## src/rtl/jk_excite_driver_if.sv

```systemverilog
// Handshake and feedback bundle between the stimulus side and jk_excite_driver.
// The master is the upstream/jk_ff side; the slave is the driver itself.
interface jk_excite_driver_if #(
    parameter int CNT_W = 8
);
    logic             in_valid;
    logic             in_bit;
    logic             in_ready;
    logic             j;
    logic             k;
    logic             q_fb;
    logic             chk_valid;
    logic             err;
    logic [CNT_W-1:0] err_cnt;
    logic             busy;

    modport master (
        output in_valid, in_bit, q_fb,
        input  in_ready, j, k, chk_valid, err, err_cnt, busy
    );

    modport slave (
        input  in_valid, in_bit, q_fb,
        output in_ready, j, k, chk_valid, err, err_cnt, busy
    );
endinterface

```

## src/rtl/jk_excite_driver.sv

```systemverilog
// Buffers target bits, drives J/K excitation toward each target, and checks q two edges later.
// Optional feature: define JK_STOP_ON_ERR_EN to freeze the stream (HALT) on the first mismatch.
module jk_excite_driver #(
    parameter int DEPTH = 4,
    parameter int CNT_W = 8
) (
    input logic               clk_i,
    input logic               rst_ni,
    jk_excite_driver_if.slave bus
);
    localparam int AW = $clog2(DEPTH);

`ifdef JK_STOP_ON_ERR_EN
    typedef enum logic [1:0] {ST_IDLE = 2'd0, ST_RUN = 2'd1, ST_HALT = 2'd2} state_t;
`else
    typedef enum logic [1:0] {ST_IDLE = 2'd0, ST_RUN = 2'd1} state_t;
`endif

    state_t           state_q;
    state_t           state_d;
    logic             mem_q [DEPTH];
    logic [AW:0]      wr_ptr_q;
    logic [AW:0]      rd_ptr_q;
    logic             q_pred_q;
    logic             j_q;
    logic             k_q;
    logic             exp_s1_q;
    logic             v_s1_q;
    logic             exp_s2_q;
    logic             v_s2_q;
    logic             chk_valid_q;
    logic             err_q;
    logic [CNT_W-1:0] err_cnt_q;

    logic             empty_s;
    logic             full_s;
    logic             push_s;
    logic             pop_s;
    logic             in_ready_s;
    logic             head_s;
    logic             mismatch_s;
    logic             last_pop_s;
    logic [AW:0]      occ_s;

    // Extra pointer bit distinguishes full from empty when the index bits match.
    assign empty_s    = (wr_ptr_q == rd_ptr_q);
    assign full_s     = (wr_ptr_q[AW] != rd_ptr_q[AW]) &&
                        (wr_ptr_q[AW-1:0] == rd_ptr_q[AW-1:0]);
    assign occ_s      = wr_ptr_q - rd_ptr_q;
    assign head_s     = mem_q[rd_ptr_q[AW-1:0]];
    assign push_s     = bus.in_valid && in_ready_s;
    assign mismatch_s = v_s2_q && (bus.q_fb != exp_s2_q);
    assign last_pop_s = pop_s && !push_s && (occ_s == {{AW{1'b0}}, 1'b1});

    // FSM state register.
    always_ff @(posedge clk_i or negedge rst_ni) begin
        if (!rst_ni) begin
            state_q <= ST_IDLE;
        end else begin
            state_q <= state_d;
        end
    end

    // FSM next-state: RUN tracks a non-empty FIFO so the first pop follows the push directly.
    always_comb begin
        state_d = state_q;
        case (state_q)
            ST_IDLE: begin
`ifdef JK_STOP_ON_ERR_EN
                if (mismatch_s) begin
                    state_d = ST_HALT;
                end else
`endif
                if (push_s) begin
                    state_d = ST_RUN;
                end else begin
                    state_d = ST_IDLE;
                end
            end
            ST_RUN: begin
`ifdef JK_STOP_ON_ERR_EN
                if (mismatch_s) begin
                    state_d = ST_HALT;
                end else
`endif
                if (last_pop_s) begin
                    state_d = ST_IDLE;
                end else begin
                    state_d = ST_RUN;
                end
            end
`ifdef JK_STOP_ON_ERR_EN
            ST_HALT: begin
                state_d = ST_HALT;
            end
`endif
            default: begin
                state_d = ST_IDLE;
            end
        endcase
    end

    // FSM outputs: pop permission and upstream backpressure.
    always_comb begin
        pop_s      = 1'b0;
        in_ready_s = !full_s;
        case (state_q)
            ST_RUN: begin
                pop_s = !empty_s;
            end
`ifdef JK_STOP_ON_ERR_EN
            ST_HALT: begin
                in_ready_s = 1'b0;
            end
`endif
            default: begin
                pop_s = 1'b0;
            end
        endcase
    end

    // Target FIFO storage and pointers.
    always_ff @(posedge clk_i or negedge rst_ni) begin
        if (!rst_ni) begin
            for (int i = 0; i < DEPTH; i++) begin
                mem_q[i] <= 1'b0;
            end
            wr_ptr_q <= {(AW + 1){1'b0}};
            rd_ptr_q <= {(AW + 1){1'b0}};
        end else begin
            if (push_s) begin
                mem_q[wr_ptr_q[AW-1:0]] <= bus.in_bit;
                wr_ptr_q                <= wr_ptr_q + {{AW{1'b0}}, 1'b1};
            end
            if (pop_s) begin
                rd_ptr_q <= rd_ptr_q + {{AW{1'b0}}, 1'b1};
            end
        end
    end

    // Excitation from the predicted state, plus the two-stage check pipeline.
    always_ff @(posedge clk_i or negedge rst_ni) begin
        if (!rst_ni) begin
            q_pred_q <= 1'b0;
            j_q      <= 1'b0;
            k_q      <= 1'b0;
            exp_s1_q <= 1'b0;
            v_s1_q   <= 1'b0;
            exp_s2_q <= 1'b0;
            v_s2_q   <= 1'b0;
        end else begin
            if (pop_s) begin
                q_pred_q <= head_s;
                j_q      <= !q_pred_q && head_s;
                k_q      <= q_pred_q && !head_s;
                exp_s1_q <= head_s;
                v_s1_q   <= 1'b1;
            end else begin
                j_q      <= 1'b0;
                k_q      <= 1'b0;
                v_s1_q   <= 1'b0;
            end
            exp_s2_q <= exp_s1_q;
            v_s2_q   <= v_s1_q;
        end
    end

    // Compare result: pulse, sticky flag and saturating counter.
    always_ff @(posedge clk_i or negedge rst_ni) begin
        if (!rst_ni) begin
            chk_valid_q <= 1'b0;
            err_q       <= 1'b0;
            err_cnt_q   <= {CNT_W{1'b0}};
        end else begin
            chk_valid_q <= v_s2_q;
            if (mismatch_s) begin
                err_q <= 1'b1;
                if (err_cnt_q != {CNT_W{1'b1}}) begin
                    err_cnt_q <= err_cnt_q + {{(CNT_W-1){1'b0}}, 1'b1};
                end
            end
        end
    end

    assign bus.in_ready  = in_ready_s;
    assign bus.j         = j_q;
    assign bus.k         = k_q;
    assign bus.chk_valid = chk_valid_q;
    assign bus.err       = err_q;
    assign bus.err_cnt   = err_cnt_q;
    assign bus.busy      = !empty_s || v_s1_q || v_s2_q;
endmodule
```

## src/flat_wrapper.sv

```systemverilog
// flat-port wrapper written by rule: the top's interface ports become plain ports
module jk_excite_driver_flat 
#(
    parameter int DEPTH = 4,
    parameter int CNT_W = 8
)
  (clk_i, rst_ni, bus_in_valid, bus_in_bit, bus_q_fb, bus_in_ready, bus_j, bus_k, bus_chk_valid, bus_err, bus_err_cnt, bus_busy);
  jk_excite_driver_if #(.CNT_W(CNT_W)) bus_i ();
  input logic clk_i;
  input logic rst_ni;
  input wire logic [$bits(bus_i.in_valid)-1:0] bus_in_valid;
  input wire logic [$bits(bus_i.in_bit)-1:0] bus_in_bit;
  input wire logic [$bits(bus_i.q_fb)-1:0] bus_q_fb;
  output wire logic [$bits(bus_i.in_ready)-1:0] bus_in_ready;
  output wire logic [$bits(bus_i.j)-1:0] bus_j;
  output wire logic [$bits(bus_i.k)-1:0] bus_k;
  output wire logic [$bits(bus_i.chk_valid)-1:0] bus_chk_valid;
  output wire logic [$bits(bus_i.err)-1:0] bus_err;
  output wire logic [$bits(bus_i.err_cnt)-1:0] bus_err_cnt;
  output wire logic [$bits(bus_i.busy)-1:0] bus_busy;
  assign bus_i.in_valid = bus_in_valid;
  assign bus_i.in_bit = bus_in_bit;
  assign bus_i.q_fb = bus_q_fb;
  assign bus_in_ready = bus_i.in_ready;
  assign bus_j = bus_i.j;
  assign bus_k = bus_i.k;
  assign bus_chk_valid = bus_i.chk_valid;
  assign bus_err = bus_i.err;
  assign bus_err_cnt = bus_i.err_cnt;
  assign bus_busy = bus_i.busy;
  jk_excite_driver #(.DEPTH(DEPTH), .CNT_W(CNT_W)) u_core (.clk_i(clk_i), .rst_ni(rst_ni), .bus(bus_i));
endmodule
```

## config.mk

```make
export PLATFORM = sky130hd
export DESIGN_NAME = jk_excite_driver_flat
export DESIGN_NICKNAME = d
export VERILOG_FILES = /design/src/rtl/jk_excite_driver_if.sv /design/src/rtl/jk_excite_driver.sv /design/src/flat_wrapper.sv
export SDC_FILE = /design/constraint.sdc
export NUM_CORES = 1
export LEC_CHECK = 0
export BUFFER_PORTS_ARGS = -buffer_cell sky130_fd_sc_hd__buf_4
export CAP_MARGIN = 10
export CELL_PAD_IN_SITES_DETAIL_PLACEMENT = 1
export CELL_PAD_IN_SITES_GLOBAL_PLACEMENT = 2
export CORE_MARGIN = 5
export CORE_UTILIZATION = 34
export CTS_BUF_LIST = sky130_fd_sc_hd__clkbuf_16
export DETAILED_ROUTE_END_ITERATION = 16
export PLACE_DENSITY_LB_ADDON = 0.1
export REMOVE_ABC_BUFFERS = 1
export SLEW_MARGIN = 0
export SYNTH_ARGS = -nofsm -noshare
export SYNTH_HDL_FRONTEND = slang
export SYNTH_SLANG_ARGS = --single-unit
```

## constraint.sdc

```tcl
create_clock -name clk_i -period 1.95 [get_ports clk_i]
set_clock_uncertainty 0.2 [all_clocks]
set_input_delay 0.0975 -clock clk_i [delete_from_list [all_inputs] [get_ports clk_i]]
set_output_delay 0.0975 -clock clk_i [all_outputs]
set_load 0.01 [all_outputs]
```

==> results.json, run 1 <==
{
  "nFillCells": 413,
  "n_antenna_cell": 0,
  "worstReg2RegEnd": "u_core.state_q[0]",
  "slew_headroom_pct": 71.9,
  "route.detailed.drc": 0,
  "dieArea_um2": 5390,
  "endpoint": "bus_busy",
  "reg2reg_slack_ns": 0.17,
  "max-vdd-ir-drop_uv": 692,
  "maxCapViolCount": 0,
  "critPathLaunch": "u_core.rd_ptr_q[0]",
  "gr-usage-met3_pct": 2.05,
  "met2_usage_pct": 21.2,
  "fin_hold_ws_ns": 0.00629,
  "grt_pass1_wl_mm": 5.22,
  "grt.met1_usage_pct": 16.4,
  "cp-end-kind": "output pin",
  "ys_warn_count": 0,
  "slew_viol_final": 0,
  "setup.worst_path.start_class": "register",
  "antenna_found_initial": 0,
  "final_nets": 157,
  "placed_cell_area_um2": 1640,
  "first_pass_iters": 4,
  "vias": 947,
  "root_buffer": "clkbuf_16",
  "setup_viol": 0,
  "min_period_ns": 1.94,
  "synthFlopType": "dfrtp_1",
  "place_congestion": 0.761,
  "worstSetupPathType": "register to output pin",
  "power_uw": 3340,
  "syn_area_um2": 1370,
  "synthTopCellsByArea": "dfrtp_1 49%, ha_1 7.3%, mux2_4 5.5%, mux2_2 4.9%, xnor2_1 4.5%",
  "rsz0062_at_grt": "true",
  "htree_num_levels": 1,
  "drt-total-wl_mm": 2.94,
  "cts.sinks": 27,
  "p_leak_uw": 0.000831,
  "layout-drive-gt1-share_pct": 39.4,
  "synthDistinctLibCells": 28,
  "cts_tree": "built",
  "viasPerCell": 4.93,
  "yosysTopAreaCell": "dfrtp_1",
  "hold_path_class": "input pin to register",
  "antenna_left": 0,
  "synth-edff-count": 0,
  "grt_use_total_pct": 12.5,
  "synth_cells": 107,
  "final_area_um2": 1800,
  "hold_violations": 0,
  "syn_to_final_growth_pct": 31.8,
  "io_pins": 19,
  "dp_hpwl_mm": 2.22,
  "first_iter_violations": 26,
  "status": "finished, final reports clean",
  "cts.clk_slew.worst_paths_ns": 0.07,
  "cts_buffers": 3,
  "synth_seq_cells": 27,
  "post-route-period-util_pct": 99.3,
  "r2r.worst_path.cells": 6,
  "first_global_vias": 1084,
  "die_x_um": 73.5,
  "ys_async_sr_fraction_pct": 100,
  "num_rows": 23,
  "yosysSeqAreaShare_pct": 49.4,
  "synth_commonest_cells": "27 x dfrtp_1, 8 x ha_1, 7 x inv_1, 7 x xnor2_1",
  "clk_path_buf_depth": 2,
  "core_um2": 3940,
  "clock_latency_ns": 0.26,
  "synth_most_common_cell": "dfrtp_1",
  "yosysTopAreaCellShare_pct": 49.4,
  "worst_pin_slew_ns": 0.422,
  "cp_data_required_time_ns": 1.65,
  "dieHeight_um": 73.5,
  "syn_avg_cell_area_um2": 12.8,
  "crit_path_max_fanout": 8,
  "min_path_cells": 3,
  "r2r_start": "u_core.wr_ptr_q[1]",
  "grt_overflow": 0,
  "wl_per_cell_um": 15.3,
  "portBuffers": 18,
  "busiest_layer": "met2",
  "timing.fmax_mhz": 516,
  "grt_max_degree": 28,
  "initial_utilization_pct": 34.7,
  "cp.arrival_ns": 1.64,
  "power.density_nw_per_um2": 1850
}
where the power goes:
part / switching (uW) / internal (uW)
combinational: 813 / 983
sequential: 259 / 809
clock: 197 / 279
sequential cells by signal (all words and copies together) (netlist names):
name                  cells
u_core.exp_s2_q           1
u_core.bus.err            1
u_core.rd_ptr_q           3
u_core.v_s2_q             1
u_core.v_s1_q             1
u_core.q_pred_q           1
u_core.bus.chk_valid      1
u_core.bus.j              1
u_core.bus.k              1
u_core.wr_ptr_q           3
u_core.mem_q              4
u_core.bus.err_cnt        8
u_core.state_q            1
critical path: stages (launching register included):
cell and delay [ns]:
dfrtp_1 0.42, ha_4 0.32, nand2_8 0.07, or4_4 0.43
buf_6 0.14
layer usage:
layer | part of all wire (%) | wire length [um]
met1 | 44 | 1310
met2 | 51 | 1510
met3 | 3.8 | 111
met4 | 0.65 | 19
met5 | 0 | 0
cell families (layout without fill, tap and decap cells):
kind of cell    count (synthesis)  after routing  synth area share (%)
compound gates                 16             16                  8.68
fa+ha+maj                       9              9                  8.78
mux                            14             14                  13.6
buf+inv                         8             43                  2.19
flops                          27             27                  49.4
xor+xnor                        9              9                  6.86
simple gates                   24             24                  10.5
cell type report:
type | instances | area (um^2) | area share (%)
repair buffers | 32 | 249 | 13.8
clock buffers | 3 | 75.1 | 4.16
clock inverters | 1 | 7.51 | 0.416
flip-flops and latches | 27 | 676 | 37.4
multi-input cells | 72 | 708 | 39.3
well taps | 50 | 62.6 | 3.47
inverters | 7 | 26.3 | 1.46
cells in the final DEF (no fill, tap or decap), drive strengths merged:
cell type and instances:
buf 30, dfrtp 27, mux2 12, ha 8, xnor2 7, inv 7
nand2 6, nand4 5, o21ai 5, o211a 3, and4 3, and3 3
clkbuf 3, xor2 2, nand3 2, o211ai 2, nor3b 2, nand2b 2
a21oi 2, o2111ai 2, dlygate4sd3 2, or4 1, mux4 1, a21o 1
mux2i 1, a31oi 1, fa 1, clkinvlp 1
how the worst min path moves through the flow:
| stage | slack, ns | startpoint | to |
|---|---|---|---|
| 2_1_floorplan | -0.40 | rst_ni | u_core.bus.chk_valid |
| 3_3_place_gp | -0.16 | rst_ni | u_core.bus.err_cnt[6] |
| 3_5_place_dp | -0.16 | rst_ni | u_core.bus.err_cnt[4] |
| 4_1_cts | 0.01 | bus_in_valid | u_core.wr_ptr_q[2] |
| 5_1_grt | 0.03 | bus_in_valid | u_core.wr_ptr_q[1] |
| 6_report | 0.006 | bus_in_valid | u_core.wr_ptr_q[2] |
repair_timing:
item                                    in CTS  in global routing
endpoints found under the setup margin       1                  2
pin swaps                                    1                  2
buffers inserted                             2                  0
hold buffers                                 2                  0
gates resized for setup                      8                  2
hold endpoints to repair                    31                  0
metrics by stage:
step	std cells	TNS (ns)	utilization, %	setup WS [ns]
6_report	192	0	45.8	0.0128
5_1_grt	192	-0.0380	45.8	-0.0380
4_1_cts	192	0	45.8	0.000427
3_5_place_dp	184	0	41.5	0.0769
3_3_place_gp	184	0	41.5	0.112
2_1_floorplan	106	0	-	0.0691
No activity file was read; power rests on OpenSTA's default activity.
==> run 2: changes to the inputs <==
--- a/config.mk
+++ b/config.mk
@@ -6,15 +6,16 @@
 export NUM_CORES = 1
 export LEC_CHECK = 0
 export BUFFER_PORTS_ARGS = -buffer_cell sky130_fd_sc_hd__buf_4
-export CAP_MARGIN = 10
 export CELL_PAD_IN_SITES_DETAIL_PLACEMENT = 1
 export CELL_PAD_IN_SITES_GLOBAL_PLACEMENT = 2
+export CORE_ASPECT_RATIO = 0.6
 export CORE_MARGIN = 5
 export CORE_UTILIZATION = 34
 export CTS_BUF_LIST = sky130_fd_sc_hd__clkbuf_16
 export DETAILED_ROUTE_END_ITERATION = 16
 export PLACE_DENSITY_LB_ADDON = 0.1
 export REMOVE_ABC_BUFFERS = 1
+export SKIP_CTS_REPAIR_TIMING = 1
 export SLEW_MARGIN = 0
 export SYNTH_ARGS = -nofsm -noshare
 export SYNTH_HDL_FRONTEND = slang
==> results.json, run 2 (synthesized netlist as in run 1, its figures left out) <==
{
  "final_nets": 162,
  "cts.clk_slew.worst_paths_ns": 0.06,
  "antenna_found_initial": 0,
  "route.detailed.drc": 0,
  "viasPerCell": 5.06,
  "largest_reg_flops": 8,
  "htree_num_levels": 1,
  "cpPeakStageDelay_ns": 0.42,
  "crit_slowest_cell": "dfrtp_1",
  "dieHeight_um": 59.2,
  "antenna_left": 0,
  "die_x_um": 91.9,
  "vias": 982,
  "slew_headroom_pct": 76.0,
  "grt_pass1_wl_mm": 5.09,
  "drt-total-wl_mm": 3.17,
  "slew_viol_final": 0,
  "num_rows": 17,
  "place_congestion": 0.725,
  "portBuffers": 18,
  "layout-drive-gt1-share_pct": 40.8,
  "hold_path_class": "input pin to register",
  "cts_tree": "built",
  "io_pins": 19,
  "post-route-period-util_pct": 98.7,
  "dp_hpwl_mm": 2.41,
  "cts_buffers": 3,
  "first_iter_violations": 27,
  "timing.fmax_mhz": 520,
  "setup_viol": 0,
  "status": "finished, final reports clean",
  "max-vdd-ir-drop_uv": 515,
  "p_leak_uw": 0.000859,
  "worstSetupPathType": "register to output pin",
  "min_period_ns": 1.92,
  "dp_slack_ns": -0.00959,
  "fin_tns_setup_ns": 0,
  "initial_utilization_pct": 36.4,
  "root_buffer": "clkbuf_16",
  "hold_violations": 0,
  "syn_to_final_growth_pct": 34.1,
  "worst_slack_ns": 0.0263,
  "cp.arrival_ns": 1.63,
  "core_um2": 3760,
  "clk_path_buf_depth": 2,
  "crit_path_max_fanout": 5,
  "dieArea_um2": 5440,
  "setup.worst_path.start_class": "register",
  "n_antenna_cell": 0,
  "grt_overflow": 0,
  "cp_data_required_time_ns": 1.65,
  "clock_latency_ns": 0.26,
  "power.density_nw_per_um2": 1900,
  "grt_max_degree": 28,
  "cts.sinks": 27,
  "first_global_vias": 956,
  "cp-end-kind": "output pin",
  "final_common_cell": "buf_4",
  "maxCapViolCount": 0,
  "grt_use_total_pct": 12.6,
  "layout_common_cells": "34 x buf_4, 26 x dfrtp_1, 7 x inv_1, 7 x xnor2_1",
  "first_pass_iters": 4,
  "crit_path_cell_trace": "ha_4, nand2_8, or4_4, buf_6",
  "worst_pin_slew_ns": 0.360,
  "wl_per_cell_um": 16.4
}
run 2: changes by cell type in the layout (fill, tap and decap cells not counted):
cell        change
buf_4           +5
inv_1           +2
clkinvlp_4      -1
dfrtp_1         -1
dfrtp_2         +1
inv_2           -1
o21ai_0         +1
o21ai_1         -1
run 2: worst max-delay path: cells and delay by family (launching register included):
| family | cells | cell delay, ns |
|---|---|---|
| simple gates | 2 | 0.48 |
| flops | 1 | 0.42 |
| fa+ha+maj | 1 | 0.32 |
| buf+inv | 1 | 0.14 |
run 2: cell type report:
| cell class | instances | area, um^2 |
|---|---|---|
| Fill cell | 384 | 1930 |
| Clock inverter | 1 | 3.75 |
| Clock buffer | 3 | 75.1 |
| Inverter | 7 | 26.3 |
| Tap cell | 47 | 58.8 |
| Sequential cell | 27 | 677 |
| Timing Repair Buffer | 37 | 287 |
| Multi-Input combinational cell | 72 | 708 |
run 2: worst paths after layout:
| check | start | end | slack, ns | cells after the start |
|---|---|---|---|---|
| worst max register to register | u_core.wr_ptr_q[1] | u_core.rd_ptr_q[1] | 0.12 | 5 |
| min in group asynchronous | rst_ni | u_core.wr_ptr_q[1] | 0.08 | 2 |
| max in group asynchronous | rst_ni | u_core.wr_ptr_q[2] | 1.19 | 2 |
| worst min register to register | u_core.v_s1_q | u_core.v_s2_q | 0.19 | 0 |
| worst max-delay path | u_core.wr_ptr_q[1] | bus_busy | 0.03 | 4 |
| worst min-delay path | bus_in_valid | u_core.wr_ptr_q[1] | 0.02 | 3 |
run 2: layer usage:
metal  GRT usage (%)  up-vias  wire length, um
met3            3.55        5              135
met4            5.07        0               36
li1                -      466                -
met1            19.0      493             1730
met5               0        -                0
met2            16.5       18             1270
run 2: power by group:
| part | leakage, uW | total [uW] | switching (uW) | internal, uW |
|---|---|---|---|---|
| Sequential | 0.000317 | 1070 | 264 | 811 |
| Clock | 0.0000423 | 458 | 184 | 275 |
| Combinational | 0.000499 | 1950 | 871 | 1080 |
run 2: stage by stage:
| stage | cells | util, % | hold WS [ns] | total power, uW | cell area, um^2 |
|---|---|---|---|---|---|
| 6_report | 194 | 48.8 | 0.0153 | 3480 | 1840 |
| 4_1_cts | 187 | 45.9 | -0.449 | 3220 | 1730 |
| 3_3_place_gp | 183 | 43.8 | -0.167 | 2670 | 1650 |
| 5_1_grt | 194 | 48.8 | 0.0342 | 3760 | 1840 |
| 2_1_floorplan | 106 | - | -0.398 | 2040 | 1370 |
| 3_5_place_dp | 183 | 43.8 | -0.165 | 2740 | 1650 |
==> run 3: changes to the inputs <==
==> constraint.sdc (replaced) <==
create_clock -name clk_i -period 1.6 [get_ports clk_i]
set_clock_uncertainty 0.2 [all_clocks]
set_input_delay 0.08 -clock clk_i [delete_from_list [all_inputs] [get_ports clk_i]]
set_output_delay 0.08 -clock clk_i [all_outputs]
set_load 0.01 [all_outputs]
==> results.json, run 3 (synthesized netlist as in run 1, its figures left out) <==
{
  "status": "finished, violations left",
  "violations": "negative setup slack",
  "grt_use_total_pct": 13.7,
  "crit_path_max_fanout": 5,
  "dieArea_um2": 5440,
  "place_congestion": 0.743,
  "cp_data_required_time_ns": 1.32,
  "crit_path_cell_trace": "ha_4, nand2_8, or4_4, buf_6",
  "drt-total-wl_mm": 3.80,
  "cts.clk_slew.worst_paths_ns": 0.07,
  "worstSetupPathType": "register to output pin",
  "grt_max_degree": 28,
  "clk_path_buf_depth": 2,
  "antenna_left": 0,
  "first_global_vias": 1065,
  "die_x_um": 91.9,
  "io_pins": 19,
  "setup.worst_path.start_class": "register",
  "n_antenna_cell": 0,
  "layout_common_cells": "50 x buf_4, 25 x dfrtp_1, 9 x buf_6",
  "nFillCells": 388,
  "num_rows": 17,
  "setup_viol": 15,
  "initial_utilization_pct": 36.4,
  "slew_viol_final": 0,
  "dp_slack_ns": -0.296,
  "hold_violations": 0,
  "wl_per_cell_um": 17.4,
  "vias": 1097,
  "maxCapViolCount": 0,
  "fin_hold_ws_ns": 0.0119,
  "multi_input_area_um2": 806,
  "final_common_cell": "buf_4",
  "route.detailed.drc": 0,
  "first_pass_iters": 4,
  "power.density_nw_per_um2": 2500,
  "regArea_um2": 678,
  "hold_path_class": "input pin to register",
  "syn_to_final_growth_pct": 58.2,
  "viasPerCell": 5.01,
  "portBuffers": 18,
  "clock_latency_ns": 0.26,
  "timing.fmax_mhz": 532,
  "core_um2": 3760,
  "largest_reg_flops": 8,
  "cts_buffers": 3,
  "htree_num_levels": 1,
  "power_uw": 5420,
  "layout-drive-gt1-share_pct": 55.2,
  "stdcell_count": 219,
  "cpPeakStageDelay_ns": 0.41,
  "dp_hpwl_mm": 2.77,
  "grt_overflow": 0,
  "first_iter_violations": 35,
  "p_leak_uw": 0.00102,
  "cts_tree": "built",
  "worst_pin_slew_ns": 0.349,
  "dieHeight_um": 59.2,
  "root_buffer": "clkbuf_16",
  "rsz0062_at_grt": "true",
  "cts.sinks": 27,
  "post-route-period-util_pct": 117,
  "max-vdd-ir-drop_uv": 818,
  "antenna_found_initial": 0,
  "min_period_ns": 1.88,
  "slew_headroom_pct": 76.7,
  "cp.arrival_ns": 1.60,
  "worst_slack_ns": -0.280,
  "final_nets": 187,
  "cp-end-kind": "output pin",
  "crit_slowest_cell": "dfrtp_1",
  "dp.cells": 198,
  "grt_pass1_wl_mm": 5.60
}
[run 3: cell types whose count changed in the layout (fill, tap and decap cells not counted), moves of 2 or more]
| cell | delta |
|---|---|
| buf_4 | +16 |
| buf_6 | +8 |
| mux2_2 | -3 |
| mux2_4 | +3 |
| inv_1 | -2 |
| nand3_1 | -2 |
| nand3_4 | +2 |
| o21ai_0 | -2 |
| o21ai_4 | +2 |
[run 3: cell type report]
cell class | count | area share [%]
clock buffers | 3 | 3.47
repair buffers | 62 | 23.9
inverters | 7 | 1.21
multi-input cells | 72 | 37.2
flip-flops and latches | 27 | 31.3
clock inverters | 1 | 0.231
well taps | 47 | 2.72
[run 3: worst max-delay path, delay by kind of cell (launching register included)]
family                   cells  cell delay (ns)
AND/OR/NAND/NOR              2             0.47
buffers and inverters        1             0.13
adder cells (fa/ha/maj)      1             0.32
flip-flops                   1             0.41
[run 3: report_power, final]
| group | switching [uW] | internal (uW) | total [uW] |
|---|---|---|---|
| sequential | 251 | 993 | 1240 |
| clock | 229 | 337 | 566 |
| combinational | 1530 | 2070 | 3610 |
[run 3: worst paths after layout]
kind,start,end,slack (ns),cells past startpoint
setup / recovery,u_core.rd_ptr_q[0],bus_busy,-0.28,4
hold / removal,bus_in_valid,u_core.wr_ptr_q[1],0.01,3
setup reg to reg,u_core.wr_ptr_q[1],u_core.state_q[0],-0.18,6
hold reg to reg,u_core.v_s1_q,u_core.v_s2_q,0.20,0
max in group asynchronous,rst_ni,u_core.rd_ptr_q[2],0.85,2
min in group asynchronous,rst_ni,u_core.bus.err_cnt[1],0.06,2
[run 3: per-layer routing]
metal  up-vias  track usage, %  routed length (um)
met5         -               0                   0
met4         0            3.17                  36
met3         4            3.55                 140
met2        21            20.9                1720
met1       555            19.6                1910
li1        517               -                   -
[run 3: through the flow]
step / setup TNS, ns / utilization [%] / cell area (um^2)
after floorplan: -2.08 / - / 1370
after global placement: -2.05 / 46.8 / 1760
after detailed placement: -3.23 / 46.8 / 1760
after CTS: -4.02 / 48.9 / 1840
after global routing: -3.05 / 57.5 / 2170
final: -2.09 / 57.5 / 2170
